<file path="src/rtl/hazard_stall_ctrl_pkg.sv">
// Shared LC-3b pipeline types for the hazard/stall controller.
// The FSM encoding is exported both as an enum and as plain 2-bit constants.
package hazard_stall_ctrl_pkg;

    typedef logic [2:0] lc3b_reg;

    typedef enum logic [1:0] {
        HZ_RUN      = 2'd0,
        HZ_BUBBLE   = 2'd1,
        HZ_FLUSH    = 2'd2,
        HZ_MEM_WAIT = 2'd3
    } lc3b_hazard_state;

    localparam logic [1:0] ST_RUN      = HZ_RUN;
    localparam logic [1:0] ST_BUBBLE   = HZ_BUBBLE;
    localparam logic [1:0] ST_FLUSH    = HZ_FLUSH;
    localparam logic [1:0] ST_MEM_WAIT = HZ_MEM_WAIT;

    // Wide enough for LOAD_USE_BUBBLES up to 3.
    localparam int BCNT_W = 2;

endpackage

</file>
<file path="src/rtl/hazard_stall_ctrl_if.sv">
// Stage-latch control interface: latch/cache side is master, controller is slave.
interface hazard_stall_ctrl_if #(
    parameter int CNT_W = 16
);
    import hazard_stall_ctrl_pkg::*;

    lc3b_reg          id_sr1_reg;
    logic             id_sr1_used;
    lc3b_reg          id_sr2_reg;
    logic             id_sr2_used;
    logic             idex_valid;
    lc3b_reg          idex_dest;
    logic             idex_load;
    logic             idex_regfile_we;
    logic             exmem_branch_taken;
    logic             icache_req;
    logic             icache_resp;
    logic             dcache_req;
    logic             dcache_resp;

    logic             stall_pipeline;
    logic             stall_front;
    logic             idex_bubble;
    logic             flush;
    logic             load_pc;
    logic [1:0]       ctrl_state;
    logic [CNT_W-1:0] stall_cycles;

    modport master (
        output id_sr1_reg, id_sr1_used, id_sr2_reg, id_sr2_used,
               idex_valid, idex_dest, idex_load, idex_regfile_we,
               exmem_branch_taken, icache_req, icache_resp, dcache_req, dcache_resp,
        input  stall_pipeline, stall_front, idex_bubble, flush, load_pc,
               ctrl_state, stall_cycles
    );

    modport slave (
        input  id_sr1_reg, id_sr1_used, id_sr2_reg, id_sr2_used,
               idex_valid, idex_dest, idex_load, idex_regfile_we,
               exmem_branch_taken, icache_req, icache_resp, dcache_req, dcache_resp,
        output stall_pipeline, stall_front, idex_bubble, flush, load_pc,
               ctrl_state, stall_cycles
    );

endinterface

</file>
<file path="src/rtl/hazard_stall_ctrl_load_use_detect.sv">
// Load-use dependency check between the decode sources and the ID/EX destination.
// R0 is treated as an ordinary register.
module load_use_detect
    import hazard_stall_ctrl_pkg::*;
(
    input  logic    idex_valid,
    input  logic    idex_load,
    input  logic    idex_regfile_we,
    input  lc3b_reg idex_dest,
    input  lc3b_reg id_sr1_reg,
    input  logic    id_sr1_used,
    input  lc3b_reg id_sr2_reg,
    input  logic    id_sr2_used,
    output logic    hazard
);

    lc3b_reg    src_reg [2];
    logic [1:0] src_used;
    logic [1:0] src_hit;

    assign src_reg[0]  = id_sr1_reg;
    assign src_reg[1]  = id_sr2_reg;
    assign src_used[0] = id_sr1_used;
    assign src_used[1] = id_sr2_used;

    generate
        for (genvar gi = 0; gi < 2; gi++) begin : g_src
            assign src_hit[gi] = src_used[gi] && (src_reg[gi] == idex_dest);
        end
    endgenerate

    assign hazard = idex_valid && idex_load && idex_regfile_we && (|src_hit);

endmodule

</file>
<file path="src/rtl/hazard_stall_ctrl.sv">
// Central stall/flush controller for the 5-stage LC-3b pipeline: decides when
// the stage latches may capture, when to insert load-use bubbles and when to flush.
module hazard_stall_ctrl
    import hazard_stall_ctrl_pkg::*;
#(
    parameter int LOAD_USE_BUBBLES = 1,
    parameter int CNT_W            = 16
) (
    input  logic              clk,
    input  logic              reset,
    hazard_stall_ctrl_if.slave bus
);

    localparam logic [BCNT_W-1:0] BUBBLE_RELOAD = BCNT_W'(LOAD_USE_BUBBLES - 1);
    localparam logic              MULTI_BUBBLE  = (LOAD_USE_BUBBLES > 1);

    logic [1:0]        state_reg, state_next;
    logic [BCNT_W-1:0] bcnt_reg, bcnt_next;
    logic [CNT_W-1:0]  stall_cnt_reg, stall_cnt_next;

    logic hazard;
    logic mem_wait;
    logic front_raw;
    logic flush_raw;

    load_use_detect u_load_use_detect (
        .idex_valid      (bus.idex_valid),
        .idex_load       (bus.idex_load),
        .idex_regfile_we (bus.idex_regfile_we),
        .idex_dest       (bus.idex_dest),
        .id_sr1_reg      (bus.id_sr1_reg),
        .id_sr1_used     (bus.id_sr1_used),
        .id_sr2_reg      (bus.id_sr2_reg),
        .id_sr2_used     (bus.id_sr2_used),
        .hazard          (hazard)
    );

    // A response in the same cycle as its request does not stall.
    assign mem_wait = (bus.icache_req & ~bus.icache_resp) |
                      (bus.dcache_req & ~bus.dcache_resp);

    always_comb begin
        state_next = state_reg;
        bcnt_next  = bcnt_reg;
        front_raw  = 1'b0;
        flush_raw  = 1'b0;
        if (mem_wait) begin
            // Latches are frozen, so whatever was pending re-evaluates on release.
            state_next = ST_MEM_WAIT;
        end else begin
            case (state_reg)
                ST_BUBBLE: begin
                    if (bus.exmem_branch_taken) begin
                        flush_raw  = 1'b1;
                        bcnt_next  = '0;
                        state_next = ST_FLUSH;
                    end else begin
                        front_raw  = 1'b1;
                        bcnt_next  = (bcnt_reg != '0) ? bcnt_reg - 1'b1 : '0;
                        state_next = (bcnt_next == '0) ? ST_RUN : ST_BUBBLE;
                    end
                end
                default: begin
                    // RUN, FLUSH and the MEM_WAIT exit cycle; in FLUSH EX/MEM is
                    // invalid so a taken branch there is spurious and ignored.
                    if (bus.exmem_branch_taken && (state_reg != ST_FLUSH)) begin
                        flush_raw  = 1'b1;
                        bcnt_next  = '0;
                        state_next = ST_FLUSH;
                    end else if (hazard) begin
                        front_raw  = 1'b1;
                        bcnt_next  = BUBBLE_RELOAD;
                        state_next = MULTI_BUBBLE ? ST_BUBBLE : ST_RUN;
                    end else if ((state_reg == ST_MEM_WAIT) && (bcnt_reg != '0)) begin
                        state_next = ST_BUBBLE;
                    end else begin
                        state_next = ST_RUN;
                    end
                end
            endcase
        end
    end

    always_comb begin
        stall_cnt_next = stall_cnt_reg;
        if ((mem_wait || front_raw) && (stall_cnt_reg != '1)) begin
            stall_cnt_next = stall_cnt_reg + 1'b1;
        end
    end

    always_ff @(posedge clk) begin
        if (reset) begin
            state_reg     <= ST_RUN;
            bcnt_reg      <= '0;
            stall_cnt_reg <= '0;
        end else begin
            state_reg     <= state_next;
            bcnt_reg      <= bcnt_next;
            stall_cnt_reg <= stall_cnt_next;
        end
    end

    assign bus.stall_pipeline = mem_wait  & ~reset;
    assign bus.stall_front    = front_raw & ~reset;
    assign bus.idex_bubble    = front_raw & ~reset;
    assign bus.flush          = flush_raw & ~reset;
    assign bus.load_pc        = flush_raw & ~reset;
    assign bus.ctrl_state     = state_reg;
    assign bus.stall_cycles   = stall_cnt_reg;

endmodule

</file>
<file path="src/flat_wrapper.sv">
// flat-port wrapper written by rule: the top's interface ports become plain ports
module hazard_stall_ctrl_flat import hazard_stall_ctrl_pkg::*;
#(
    parameter int LOAD_USE_BUBBLES = 1,
    parameter int CNT_W            = 16
)
  (clk, reset, bus_id_sr1_reg, bus_id_sr1_used, bus_id_sr2_reg, bus_id_sr2_used, bus_idex_valid, bus_idex_dest, bus_idex_load, bus_idex_regfile_we, bus_exmem_branch_taken, bus_icache_req, bus_icache_resp, bus_dcache_req, bus_dcache_resp, bus_stall_pipeline, bus_stall_front, bus_idex_bubble, bus_flush, bus_load_pc, bus_ctrl_state, bus_stall_cycles);
  hazard_stall_ctrl_if #(.CNT_W(CNT_W)) bus_i ();
  input  logic clk;
  input  logic reset;
  input wire logic [$bits(bus_i.id_sr1_reg)-1:0] bus_id_sr1_reg;
  input wire logic [$bits(bus_i.id_sr1_used)-1:0] bus_id_sr1_used;
  input wire logic [$bits(bus_i.id_sr2_reg)-1:0] bus_id_sr2_reg;
  input wire logic [$bits(bus_i.id_sr2_used)-1:0] bus_id_sr2_used;
  input wire logic [$bits(bus_i.idex_valid)-1:0] bus_idex_valid;
  input wire logic [$bits(bus_i.idex_dest)-1:0] bus_idex_dest;
  input wire logic [$bits(bus_i.idex_load)-1:0] bus_idex_load;
  input wire logic [$bits(bus_i.idex_regfile_we)-1:0] bus_idex_regfile_we;
  input wire logic [$bits(bus_i.exmem_branch_taken)-1:0] bus_exmem_branch_taken;
  input wire logic [$bits(bus_i.icache_req)-1:0] bus_icache_req;
  input wire logic [$bits(bus_i.icache_resp)-1:0] bus_icache_resp;
  input wire logic [$bits(bus_i.dcache_req)-1:0] bus_dcache_req;
  input wire logic [$bits(bus_i.dcache_resp)-1:0] bus_dcache_resp;
  output wire logic [$bits(bus_i.stall_pipeline)-1:0] bus_stall_pipeline;
  output wire logic [$bits(bus_i.stall_front)-1:0] bus_stall_front;
  output wire logic [$bits(bus_i.idex_bubble)-1:0] bus_idex_bubble;
  output wire logic [$bits(bus_i.flush)-1:0] bus_flush;
  output wire logic [$bits(bus_i.load_pc)-1:0] bus_load_pc;
  output wire logic [$bits(bus_i.ctrl_state)-1:0] bus_ctrl_state;
  output wire logic [$bits(bus_i.stall_cycles)-1:0] bus_stall_cycles;
  assign bus_i.id_sr1_reg = bus_id_sr1_reg;
  assign bus_i.id_sr1_used = bus_id_sr1_used;
  assign bus_i.id_sr2_reg = bus_id_sr2_reg;
  assign bus_i.id_sr2_used = bus_id_sr2_used;
  assign bus_i.idex_valid = bus_idex_valid;
  assign bus_i.idex_dest = bus_idex_dest;
  assign bus_i.idex_load = bus_idex_load;
  assign bus_i.idex_regfile_we = bus_idex_regfile_we;
  assign bus_i.exmem_branch_taken = bus_exmem_branch_taken;
  assign bus_i.icache_req = bus_icache_req;
  assign bus_i.icache_resp = bus_icache_resp;
  assign bus_i.dcache_req = bus_dcache_req;
  assign bus_i.dcache_resp = bus_dcache_resp;
  assign bus_stall_pipeline = bus_i.stall_pipeline;
  assign bus_stall_front = bus_i.stall_front;
  assign bus_idex_bubble = bus_i.idex_bubble;
  assign bus_flush = bus_i.flush;
  assign bus_load_pc = bus_i.load_pc;
  assign bus_ctrl_state = bus_i.ctrl_state;
  assign bus_stall_cycles = bus_i.stall_cycles;
  hazard_stall_ctrl #(.LOAD_USE_BUBBLES(LOAD_USE_BUBBLES), .CNT_W(CNT_W)) u_core (.clk(clk), .reset(reset), .bus(bus_i));
endmodule
</file>
<file path="config.mk">
export PLATFORM = sky130hd
export DESIGN_NAME = hazard_stall_ctrl_flat
export DESIGN_NICKNAME = d
export VERILOG_FILES = /design/src/rtl/hazard_stall_ctrl_pkg.sv /design/src/rtl/hazard_stall_ctrl_if.sv /design/src/rtl/hazard_stall_ctrl_load_use_detect.sv /design/src/rtl/hazard_stall_ctrl.sv /design/src/flat_wrapper.sv
export SDC_FILE = /design/constraint.sdc
export NUM_CORES = 1
export LEC_CHECK = 0
export BUFFER_PORTS_ARGS = -buffer_cell sky130_fd_sc_hd__buf_2
export CORE_MARGIN = 4
export CORE_UTILIZATION = 48
export CTS_BUF_LIST = sky130_fd_sc_hd__clkbuf_16
export DETAILED_ROUTE_END_ITERATION = 16
export PLACE_DENSITY = 0.79
export REMOVE_ABC_BUFFERS = 1
export SLEW_MARGIN = 10
export SYNTH_ARGS = -nofsm -noshare
export SYNTH_HDL_FRONTEND = slang
export SYNTH_HIERARCHICAL = 1
export SYNTH_SLANG_ARGS = --single-unit
</file>
<file path="constraint.sdc">
create_clock -name clk -period 2.3 [get_ports clk]
set_input_delay 0 -clock clk [delete_from_list [all_inputs] [get_ports clk]]
set_output_delay 0 -clock clk [all_outputs]
set_load 0.02 [all_outputs]
</file>
# Word level (Yosys, flattened, before mapping)

Cells that the tools add are included.

Flip-flop bits (word level): 20
Output and inout port bits: 23

Bitwise operators: 10
Reduce and logical (&&, ||, !) cells: 14
Equal/unequal tests: 6
$add $sub $neg: 2
Mux-type cells: 21

Operators by type and width:

| operator                | count |
|---|---|
| $mux W2                 | 10 |
| $add A16 B1 Y16 const B | 1 |
| $ne A16 B16 Y1 const B  | 1 |
| $mux W1                 | 11 |
| $logic_and A1 B1 Y1     | 8 |
| $eq A3 B3 Y1            | 2 |
| $and A1 B1 Y1           | 5 |
| $not A1 Y1              | 4 |
| $reduce_bool A3 Y1      | 1 |
| $eq A2 B1 Y1 const B    | 1 |
| $eq A2 B2 Y1 const B    | 1 |
| $logic_not A2 Y1        | 1 |
| $ne A2 B2 Y1 const B    | 1 |
| $reduce_and A2 Y1       | 1 |
| $reduce_bool A2 Y1      | 1 |
| $reduce_or A2 Y1        | 1 |
| $sub A2 B1 Y2 const B   | 1 |
| $logic_or A1 B1 Y1      | 1 |
| $or A1 B1 Y1            | 1 |

# Depth between registers and ports, before layout

Gate-level depths: netlist of the first run.

Word-level depth: 10
Gate-level depth with buffers: 10
Mapped depth without buffers: 8

# Modules after synthesis

Netlist of the first run, hierarchy kept.

Modules (own cells, without submodules):

| module            | area each (µm²) | seq. area each (µm²) | cells each | instances |
|---|---|---|---|---|
| hazard_stall_ctrl | 1,074.8         | 400.4                | 125        | 1 |
| load_use_detect   | 75.1            | 0.0                  | 10         | 1 |

# Worst setup path before layout of the first run

Ideal clock, no wire load.

Path kind: flip-flop to flip-flop
Start point: reg u_core.stall_cnt_reg[0], in the netlist u_core/bus.stall_cycles[0]
End point: reg u_core.stall_cnt_reg[15], in the netlist u_core/bus.stall_cycles[15]
Cell stages (with the launch flop): 9
Arrival time: 2,003 ps
Setup time: 115 ps
Clock period less this slack: 2,117 ps
Slack: 183 ps
Cell sequence: dfxtp_1 > ha_1 > nand4_1 > or4_1 > o21ai_0 > buf_6 > clkbuf_8 > nor4_1 > o21a_1

Word-level cells in the longest chain between the ends: 2
Elaborated cells on any way between the ends: 3
Classes of those cells: add/sub: 1; eq/ne: 1; reduce/logical: 1

Ends and longest elaborated chain:

| item                                                    | RTL line                | RTL |
|---|---|---|
| start: declaration                                      | hazard_stall_ctrl.sv:19 | `logic [CNT_W-1:0] stall_cnt_reg, stall_cnt_next;` |
| start signal: assignment                                | hazard_stall_ctrl.sv:99 | `stall_cnt_reg <= stall_cnt_next;` |
| branches (longest 2 deep; another with $add A16 B1 Y16) | n/a                     |  |

Parallel ways; which one is timed is not known.
A chain may end at the register's enable or synchronous reset.

# Worst setup path in the final report of the first run

Start point: reg u_core.stall_cnt_reg[0], in the netlist u_core/bus.stall_cycles[0]
End point: reg u_core.stall_cnt_reg[7], in the netlist u_core/bus.stall_cycles[7]

The elaborated chain is that of the path after synthesis.

==> flow_metrics.env, run 1 <==
export IMPL_run_status="completed"
export IMPL_path_buf_inv=1
export IMPL_fill_cells=203
export IMPL_ctsResizeCount=0
export IMPL_crit_path_start_kind="register"
export IMPL_die_w_um=56.9
export IMPL_fmax_mhz=493
export IMPL_worstSetupEndpointType="register"
export IMPL_dieArea_mm2=0.00324
export IMPL_antenna_left=0
export IMPL_synth_edf_count=0
export IMPL_tightest_slew_ns=0.523
export IMPL_finalSetupViolCount=0
export IMPL_fin_skew_ns=0.00145
export IMPL_hold_path_class="input pin to register"
export IMPL_syn_area_per_cell_um2=8.52
export IMPL_syn_area_mm2=0.00115
export IMPL_synthCells=135
export IMPL_cts_hold_buf=0
export IMPL_max_slew_margin_rel_pct=65.0
export IMPL_ys_flop_type="dfxtp_1"
export IMPL_io_pins=44
export IMPL_async_reset_ff_share_pct=0
export IMPL_cts_buffers=3
export IMPL_fin_crit_ns=2.03
export IMPL_avgViaCountPerCell=5.84
export IMPL_post_cts_buffers=0
export IMPL_die_y_um=56.9
export IMPL_clock_latency_ns=0.25
export IMPL_critPathMaxFanout=20
export IMPL_vias=1221
export IMPL_layout_commonest_cell="buf_2"
export IMPL_required_ns=2.45
export IMPL_largest_reg_flops=16
export IMPL_arrival_ns=2.17
export IMPL_drt_wirelength_per_cell_um=14.6
export IMPL_critPathSlowestCell="or4_1"
export IMPL_drt_iter0_markers=43
export IMPL_cts_max_path_buffers=2
export IMPL_grt_start_max_net_pins=23
export IMPL_clock_sinks=20
export IMPL_cts_root_buffer="clkbuf_16"
export IMPL_yosys_cell_types_count=42
export IMPL_gp_congestion=0.791
export IMPL_synth_top_area_share_pct=34.8
export IMPL_power_leakage_uw=0.000622
export IMPL_track_usage_pct=18.9
export IMPL_drv_slew=0
export IMPL_grt_setup_unrepaired="no"
export IMPL_fp_coreArea_mm2=0.00225
export IMPL_cts_max_level=1
export IMPL_period_share_pct=88.2
export IMPL_rows=17
export IMPL_vdd_drop_max_mv=0.437
export IMPL_ys_ff_latch=20
export IMPL_seq_area_um2=400
export IMPL_hold_viol_final=0
export IMPL_path_clk_slew_ns=0.06
export IMPL_path_delay_family="simple AND/OR/NAND/NOR gates"
export IMPL_ys_top_cells_by_area="dfxtp_1 35%, a21oi_1 4.8%, xnor2_1 4.6%"
export IMPL_drc_errors=0
export IMPL_final_cell_mix="43 x buf_2, 20 x dfxtp_1, 11 x a21oi_1"
export IMPL_design_area_mm2=0.00148
export IMPL_io_buffers=43
export IMPL_finalNetCount=204
export IMPL_synthToLayoutAreaGrowth_pct=29.1
export IMPL_antenna_found_initial=0
export IMPL_grt_pass1_vias=1131
export IMPL_max_cap_violations=0
export IMPL_max_stage_delay_ns=0.50
export IMPL_crit_path_cell_trace="ha_1, nand4_1, or4_1, o21ai_0, buf_4, nor4_1, mux2_2"
export IMPL_cts_tree="done"
export IMPL_synth_largest_area_cell="dfxtp_1"
export IMPL_grt_pass1_wl_um=4930
export IMPL_diodes=0
export IMPL_first_pass_iters=4
export IMPL_start_util_pct=51.0
export IMPL_post_dp_cell_area_mm2=0.00138
export IMPL_grt_overflow_total=0
export IMPL_final_util_pct=65.8
export IMPL_dp_hpwl_um=2170
export IMPL_powerDensity_mw_per_mm2=645
export IMPL_wl_um=3050
export IMPL_multi_input_area_um2=668
export IMPL_ys_seq_area_share_pct=34.8
export IMPL_path_class="register to register"
export IMPL_drive_above_1_share_pct=33.7
export IMPL_yosys_warnings=6
## layout make-up
class	instances	area share [%]
multi-input combinational	103	45.0
clock buffer	3	5.06
tap	28	2.36
clock inverter	1	2.02
timing repair buffer	48	17.0
inverter	6	1.52
sequential	20	27.0
## cells by family after synthesis
| family | count (synthesis) | share of synthesized area [%] |
|---|---|---|
| AOI/OAI and AO/OA | 35 | 19.9 |
| xor gates and xnor gates | 9 | 6.86 |
| adders and majority gates | 1 | 1.09 |
| buffers and inverters | 12 | 7.07 |
| DFF | 20 | 34.8 |
| muxes | 3 | 2.83 |
| and+or+nand+nor | 55 | 27.4 |
## worst paths after layout
kind / from / to / slack (ns) / depth (start not counted)
setup / recovery: u_core/bus.stall_cycles[0] / u_core/bus.stall_cycles[7] / 0.27 / 7
hold / removal: bus_exmem_branch_taken / u_core/bus.ctrl_state[1] / 0.06 / 3
setup reg to reg: u_core/bus.stall_cycles[0] / u_core/bus.stall_cycles[7] / 0.27 / 7
hold reg to reg: u_core/bcnt_reg[1] / u_core/bcnt_reg[1] / 0.48 / 2
## metrics by stage
step	std cells	power [µW]	setup WS [ns]	TNS, ns	hold slack, ns
2_1_floorplan	129	429	-0.217	-1.17	0.0691
6_report	209	957	0.272	0	0.0592
3_3_place_gp	205	476	0.270	0	0.312
4_1_cts	209	964	0.300	0	0.0582
5_1_grt	209	990	0.193	0	0.0689
3_5_place_dp	205	480	0.233	0	0.330
## power breakdown
| group | internal, µW | switching (µW) | total [µW] | leakage (µW) |
|---|---|---|---|---|
| clock | 346 | 138 | 484 | 0.0000511 |
| sequential | 354 | 8.27 | 363 | 0.000162 |
| combinational | 47.3 | 63.3 | 111 | 0.000409 |
| total | 747 | 210 | 957 | 0.000622 |
## cells in the mapped netlist (3+ instances only)
master	n
xor2_1	3
dfxtp_1	20
nor4_1	4
buf_4	3
or3_1	6
inv_1	6
o21a_1	5
nand4_1	7
nand3_1	5
nand2_1	7
a21oi_1	11
o21ai_0	7
nor2_1	9
nor2b_1	3
xnor2_1	6
## tightest hold or removal path, delay by kind of cell
kind	cells	cell delay, ns
buf+inv	1	0.12
compound gates	1	0.07
simple gates	1	0.07
## layer usage
layer	wire length [µm]	vias up	global-route usage (%)
li1	-	591	-
met1	1240	560	21.4
met3	153	18	4.07
met5	0	-	0
met2	1550	52	32.8
met4	106	0	10.3
No activity file was read; power rests on OpenSTA's default activity.
==> run 2: changes to the inputs <==
- CORE_UTILIZATION: 48 -> 51
- PLACE_DENSITY: 0.79 -> 0.83
- clock period: 2.3 -> 2.6 ns (I/O delays scaled with it)
==> flow_metrics.env, run 2 (same netlist as run 1, synthesis figures left out) <==
export IMPL_required_ns=2.74
export IMPL_die_y_um=55.5
export IMPL_fin_crit_ns=2.12
export IMPL_worstSetupEndpointType="register"
export IMPL_clock_latency_ns=0.25
export IMPL_diodes=0
export IMPL_power_leakage_uw=0.000588
export IMPL_grt_overflow_total=0
export IMPL_finalSetupViolCount=0
export IMPL_critPathMaxFanout=20
export IMPL_whs_path_depth=3
export IMPL_avgViaCountPerCell=5.83
export IMPL_final_cell_mix="43 x buf_2, 20 x dfxtp_1, 11 x a21oi_1"
export IMPL_cts_max_path_buffers=2
export IMPL_fin_skew_ns=0.00226
export IMPL_powerDensity_mw_per_mm2=509
export IMPL_path_clk_slew_ns=0.05
export IMPL_ctsResizeCount=0
export IMPL_io_pins=44
export IMPL_hold_viol_final=0
export IMPL_fill_cells=189
export IMPL_hold_start="bus_exmem_branch_taken"
export IMPL_critPathSlowestCell="or4_1"
export IMPL_dieArea_mm2=0.00308
export IMPL_layout_commonest_cell="buf_2"
export IMPL_cts_buffers=3
export IMPL_grt_setup_unrepaired="no"
export IMPL_multi_input_area_um2=668
export IMPL_drt_iter0_markers=19
export IMPL_first_pass_iters=4
export IMPL_antenna_found_initial=0
export IMPL_fp_coreArea_mm2=0.00204
export IMPL_max_slew_margin_rel_pct=68.6
export IMPL_drc_errors=0
export IMPL_arrival_ns=2.26
export IMPL_die_w_um=55.5
export IMPL_drt_wirelength_per_cell_um=13.7
export IMPL_hold_path_class="input pin to register"
export IMPL_r2r_end="u_core/bus.stall_cycles[9]"
export IMPL_fmax_mhz=471
export IMPL_clock_sinks=20
export IMPL_vdd_drop_max_mv=0.399
export IMPL_cts_hold_buf=0
export IMPL_wl_um=2780
export IMPL_reg2reg_depth=7
export IMPL_cts_max_level=1
export IMPL_vias=1184
export IMPL_finalNetCount=200
export IMPL_rrSetupSlack_ns=0.48
export IMPL_max_cap_violations=0
export IMPL_finalNonFillerCells=203
export IMPL_grt_pass1_wl_um=4680
export IMPL_largest_reg_flops=16
export IMPL_rows=16
export IMPL_cts_root_buffer="clkbuf_16"
export IMPL_run_status="completed"
export IMPL_crit_path_cell_trace="ha_1, nand4_1, or4_1, o21ai_0, buf_4, nor4_1, mux2_2"
export IMPL_grt_start_max_net_pins=23
export IMPL_placed_cells=200
export IMPL_drv_slew=0
export IMPL_gp_congestion=0.786
export IMPL_fin_setup_tns_ns=0
export IMPL_start_util_pct=56.3
export IMPL_synthToLayoutAreaGrowth_pct=23.7
export IMPL_tightest_slew_ns=0.469
export IMPL_dp_hpwl_um=2080
export IMPL_path_class="register to register"
export IMPL_post_cts_buffers=0
export IMPL_cts_tree="done"
export IMPL_antenna_left=0
export IMPL_track_usage_pct=18.4
export IMPL_seq_area_um2=400
export IMPL_reg2reg_from="u_core/bus.stall_cycles[0]"
export IMPL_grt_pass1_vias=1118
export IMPL_crit_path_start_kind="register"
export IMPL_max_stage_delay_ns=0.53
export IMPL_whs_endpoint="u_core/bus.ctrl_state[1]"
export IMPL_io_buffers=43
export IMPL_drive_above_1_share_pct=31.8
export IMPL_period_share_pct=81.7
-- run 2: cell types whose count changed in the layout (fill, tap and decap cells not counted) --
cell       delta
buf_4         -4
bufinv_16     -1
-- run 2: cell type report --
cell class              count  share of cell area, %
clock buffers               3                   5.28
flip-flops and latches     20                   28.1
inverters                   6                   1.58
repair buffers             44                   15.7
well taps                  27                   2.37
multi-input cells         103                   47.0
-- run 2: how the worst max path moves through the flow --
stage                                           from                    endpoint  slack (ns)  cells past startpoint
after floorplan             u_core/bus.ctrl_state[0]  u_core/bus.stall_cycles[9]        0.08                      5
after global placement              bus_idex_dest[0]  u_core/bus.stall_cycles[5]        0.48                     10
after detailed placement            bus_idex_dest[1]  u_core/bus.stall_cycles[9]        0.41                     10
after CTS                 u_core/bus.stall_cycles[0]  u_core/bus.stall_cycles[9]        0.48                      7
after global routing      u_core/bus.stall_cycles[0]  u_core/bus.stall_cycles[9]        0.34                      7
final                     u_core/bus.stall_cycles[0]  u_core/bus.stall_cycles[9]        0.48                      7
-- run 2: where the power goes --
group	internal [µW]	switching, µW	leakage [µW]
clock network	202	103	0.0000370
logic	40.2	56.4	0.000389
registers	314	7.65	0.000162
total	556	167	0.000588
-- run 2: critical path, delay by kind of cell (launching register included) --
kind / cells / cell delay [ns]
AO/OA/AOI/OAI: 1 / 0.09
adder cells (fa/ha/maj): 1 / 0.22
buffers and inverters: 1 / 0.24
flip-flops: 1 / 0.38
multiplexers: 1 / 0.27
AND/OR/NAND/NOR: 3 / 0.81
-- run 2: metrics by stage --
| stage | power (µW) | setup WS (ns) | util, % | hold slack, ns | cell area (µm²) |
|---|---|---|---|---|---|
| 6_report | 724 | 0.477 | 69.7 | 0.0677 | 1420 |
| 5_1_grt | 753 | 0.341 | 69.7 | 0.101 | 1420 |
| 4_1_cts | 729 | 0.478 | 69.7 | 0.0651 | 1420 |
| 3_5_place_dp | 424 | 0.413 | 66.0 | 0.327 | 1350 |
| 3_3_place_gp | 419 | 0.476 | 66.0 | 0.309 | 1350 |
| 2_1_floorplan | 380 | 0.0833 | - | 0.0691 | 1090 |
-- run 2: per-layer routing --
metal	GRT usage, %	vias to the layer above	share of wire (%)
met5	0	-	0
met4	9.38	0	1.4
met3	4.20	6	4.9
met2	32.4	30	52
met1	20.4	562	42
li1	-	586	-
==> run 3: changes to the inputs <==
- CORE_UTILIZATION: 51 -> 43
- PLACE_DENSITY: 0.83 -> 0.74
- clock period: 2.6 -> 1.9 ns (I/O delays scaled with it)
==> flow_metrics.env, run 3 (same netlist as run 1, synthesis figures left out) <==
export IMPL_path_clk_slew_ns=0.06
export IMPL_avgViaCountPerCell=5.53
export IMPL_wl_um=3460
export IMPL_cts_max_path_buffers=2
export IMPL_finalNetCount=228
export IMPL_run_status="completed"
export IMPL_final_cell_mix="44 x buf_2, 27 x buf_4, 13 x dfxtp_1"
export IMPL_gp_congestion=0.817
export IMPL_die_w_um=59.7
export IMPL_max_stage_delay_ns=0.53
export IMPL_path_delay_family="simple AND/OR/NAND/NOR gates"
export IMPL_post_dp_cell_area_mm2=0.00152
export IMPL_critPathSlowestCell="or4_1"
export IMPL_largest_reg_flops=16
export IMPL_fill_cells=214
export IMPL_path_buf_inv=2
export IMPL_track_usage_pct=19.8
export IMPL_max_slew_margin_rel_pct=69.4
export IMPL_crit_path_cell_trace="nand4_1, or4_1, o21ai_2, buf_6, buf_4, xor2_1, nor2_1"
export IMPL_highest_layer="met4"
export IMPL_vdd_drop_max_mv=0.649
export IMPL_final_util_pct=67.1
export IMPL_rows=18
export IMPL_hold_viol_final=0
export IMPL_fmax_mhz=530
export IMPL_drv_slew=0
export IMPL_die_y_um=59.7
export IMPL_diodes=0
export IMPL_powerDensity_mw_per_mm2=624
export IMPL_layout_commonest_cell="buf_2"
export IMPL_path_class="register to register"
export IMPL_rrSetupSlack_ns=0.01
export IMPL_fin_crit_ns=1.89
export IMPL_synthToLayoutAreaGrowth_pct=47.1
export IMPL_cts_max_level=1
export IMPL_drive_above_1_share_pct=47.8
export IMPL_finalSetupViolCount=0
export IMPL_tightest_slew_ns=0.457
export IMPL_fp_coreArea_mm2=0.00252
export IMPL_arrival_ns=2.01
export IMPL_placed_cells=225
export IMPL_io_buffers=43
export IMPL_dp_hpwl_um=2520
export IMPL_io_pins=44
export IMPL_clock_sinks=20
export IMPL_hold_path_class="input pin to register"
export IMPL_vias=1300
export IMPL_cts_buffers=3
export IMPL_antenna_found_initial=0
export IMPL_crit_path_start_kind="register"
export IMPL_max_cap_violations=0
export IMPL_clock_latency_ns=0.25
export IMPL_critPathMaxFanout=7
export IMPL_drt_wirelength_per_cell_um=14.7
export IMPL_cts_tree="done"
export IMPL_period_share_pct=99.3
export IMPL_drc_errors=0
export IMPL_dieArea_mm2=0.00357
export IMPL_finalNonFillerCells=235
export IMPL_start_util_pct=45.6
export IMPL_required_ns=2.02
export IMPL_grt_pass1_vias=1222
export IMPL_fin_skew_ns=0.00410
export IMPL_cts_root_buffer="clkbuf_16"
export IMPL_grt_pass1_wl_um=5420
export IMPL_design_area_mm2=0.00169
export IMPL_first_pass_iters=4
export IMPL_grt_start_max_net_pins=23
export IMPL_fin_setup_tns_ns=0
export IMPL_wl_met3_um=218
export IMPL_power_leakage_uw=0.000746
export IMPL_drt_iter0_markers=68
export IMPL_drt_met1_wl_um=1320
export IMPL_antenna_left=0
export IMPL_grt_overflow_total=0
export IMPL_routed_wl_met2_um=1880
export IMPL_cts_hold_buf=0
export IMPL_worstSetupEndpointType="register"
export IMPL_whs_ns=0.0686
run 3: worst reg2reg max path, cell delays in order, from the launching register on:
cell and delay, ns:
dfxtp_1 0.42, nand4_1 0.19, or4_1 0.53, o21ai_2 0.10
buf_6 0.14, buf_4 0.14, xor2_1 0.17, nor2_1 0.06
run 3: worst paths after layout:
check,startpoint,end,cells past startpoint
hold reg to reg,u_core/bcnt_reg[1],u_core/bcnt_reg[1],2
hold / removal,bus_exmem_branch_taken,u_core/bus.ctrl_state[1],3
setup / recovery,u_core/bus.stall_cycles[13],u_core/bus.stall_cycles[0],7
setup reg to reg,u_core/bus.stall_cycles[13],u_core/bus.stall_cycles[0],7
run 3: repair_timing:
item	in CTS	in global routing
pin swaps	2	7
gates cloned	1	0
endpoints found under the setup margin	8	11
setup buffers	2	3
hold endpoints to repair	0	0
gates resized for setup	3	16
run 3: area by class of cell:
class / count / area (µm²) / share of cell area (%)
Tap cell: 30 / 37.5 / 2.22
Clock buffer: 3 / 75.1 / 4.44
Multi-Input combinational cell: 103 / 707 / 41.8
Clock inverter: 1 / 3.75 / 0.222
Inverter: 6 / 22.5 / 1.33
Sequential cell: 20 / 412 / 24.3
Timing Repair Buffer: 72 / 434 / 25.7
run 3: per-stage QoR:
stage | power [µW] | worst slack, ns
after floorplan | 520 | -0.617
after global placement | 597 | -0.0585
after detailed placement | 606 | -0.172
after CTS | 1050 | 0.00898
after global routing | 1100 | -0.0647
final | 1060 | 0.0139
run 3: routing by layer:
metal / track usage, % / vias up
li1: - / 638
met3: 5.40 / 4
met5: 0 / -
met2: 35.3 / 44
met1: 22.3 / 614
met4: 7.28 / 0
run 3: power by group:
part / switching, µW / internal, µW / total, µW
registers: 8.65 / 430 / 438
clock network: 157 / 280 / 437
logic: 93.4 / 86.1 / 179
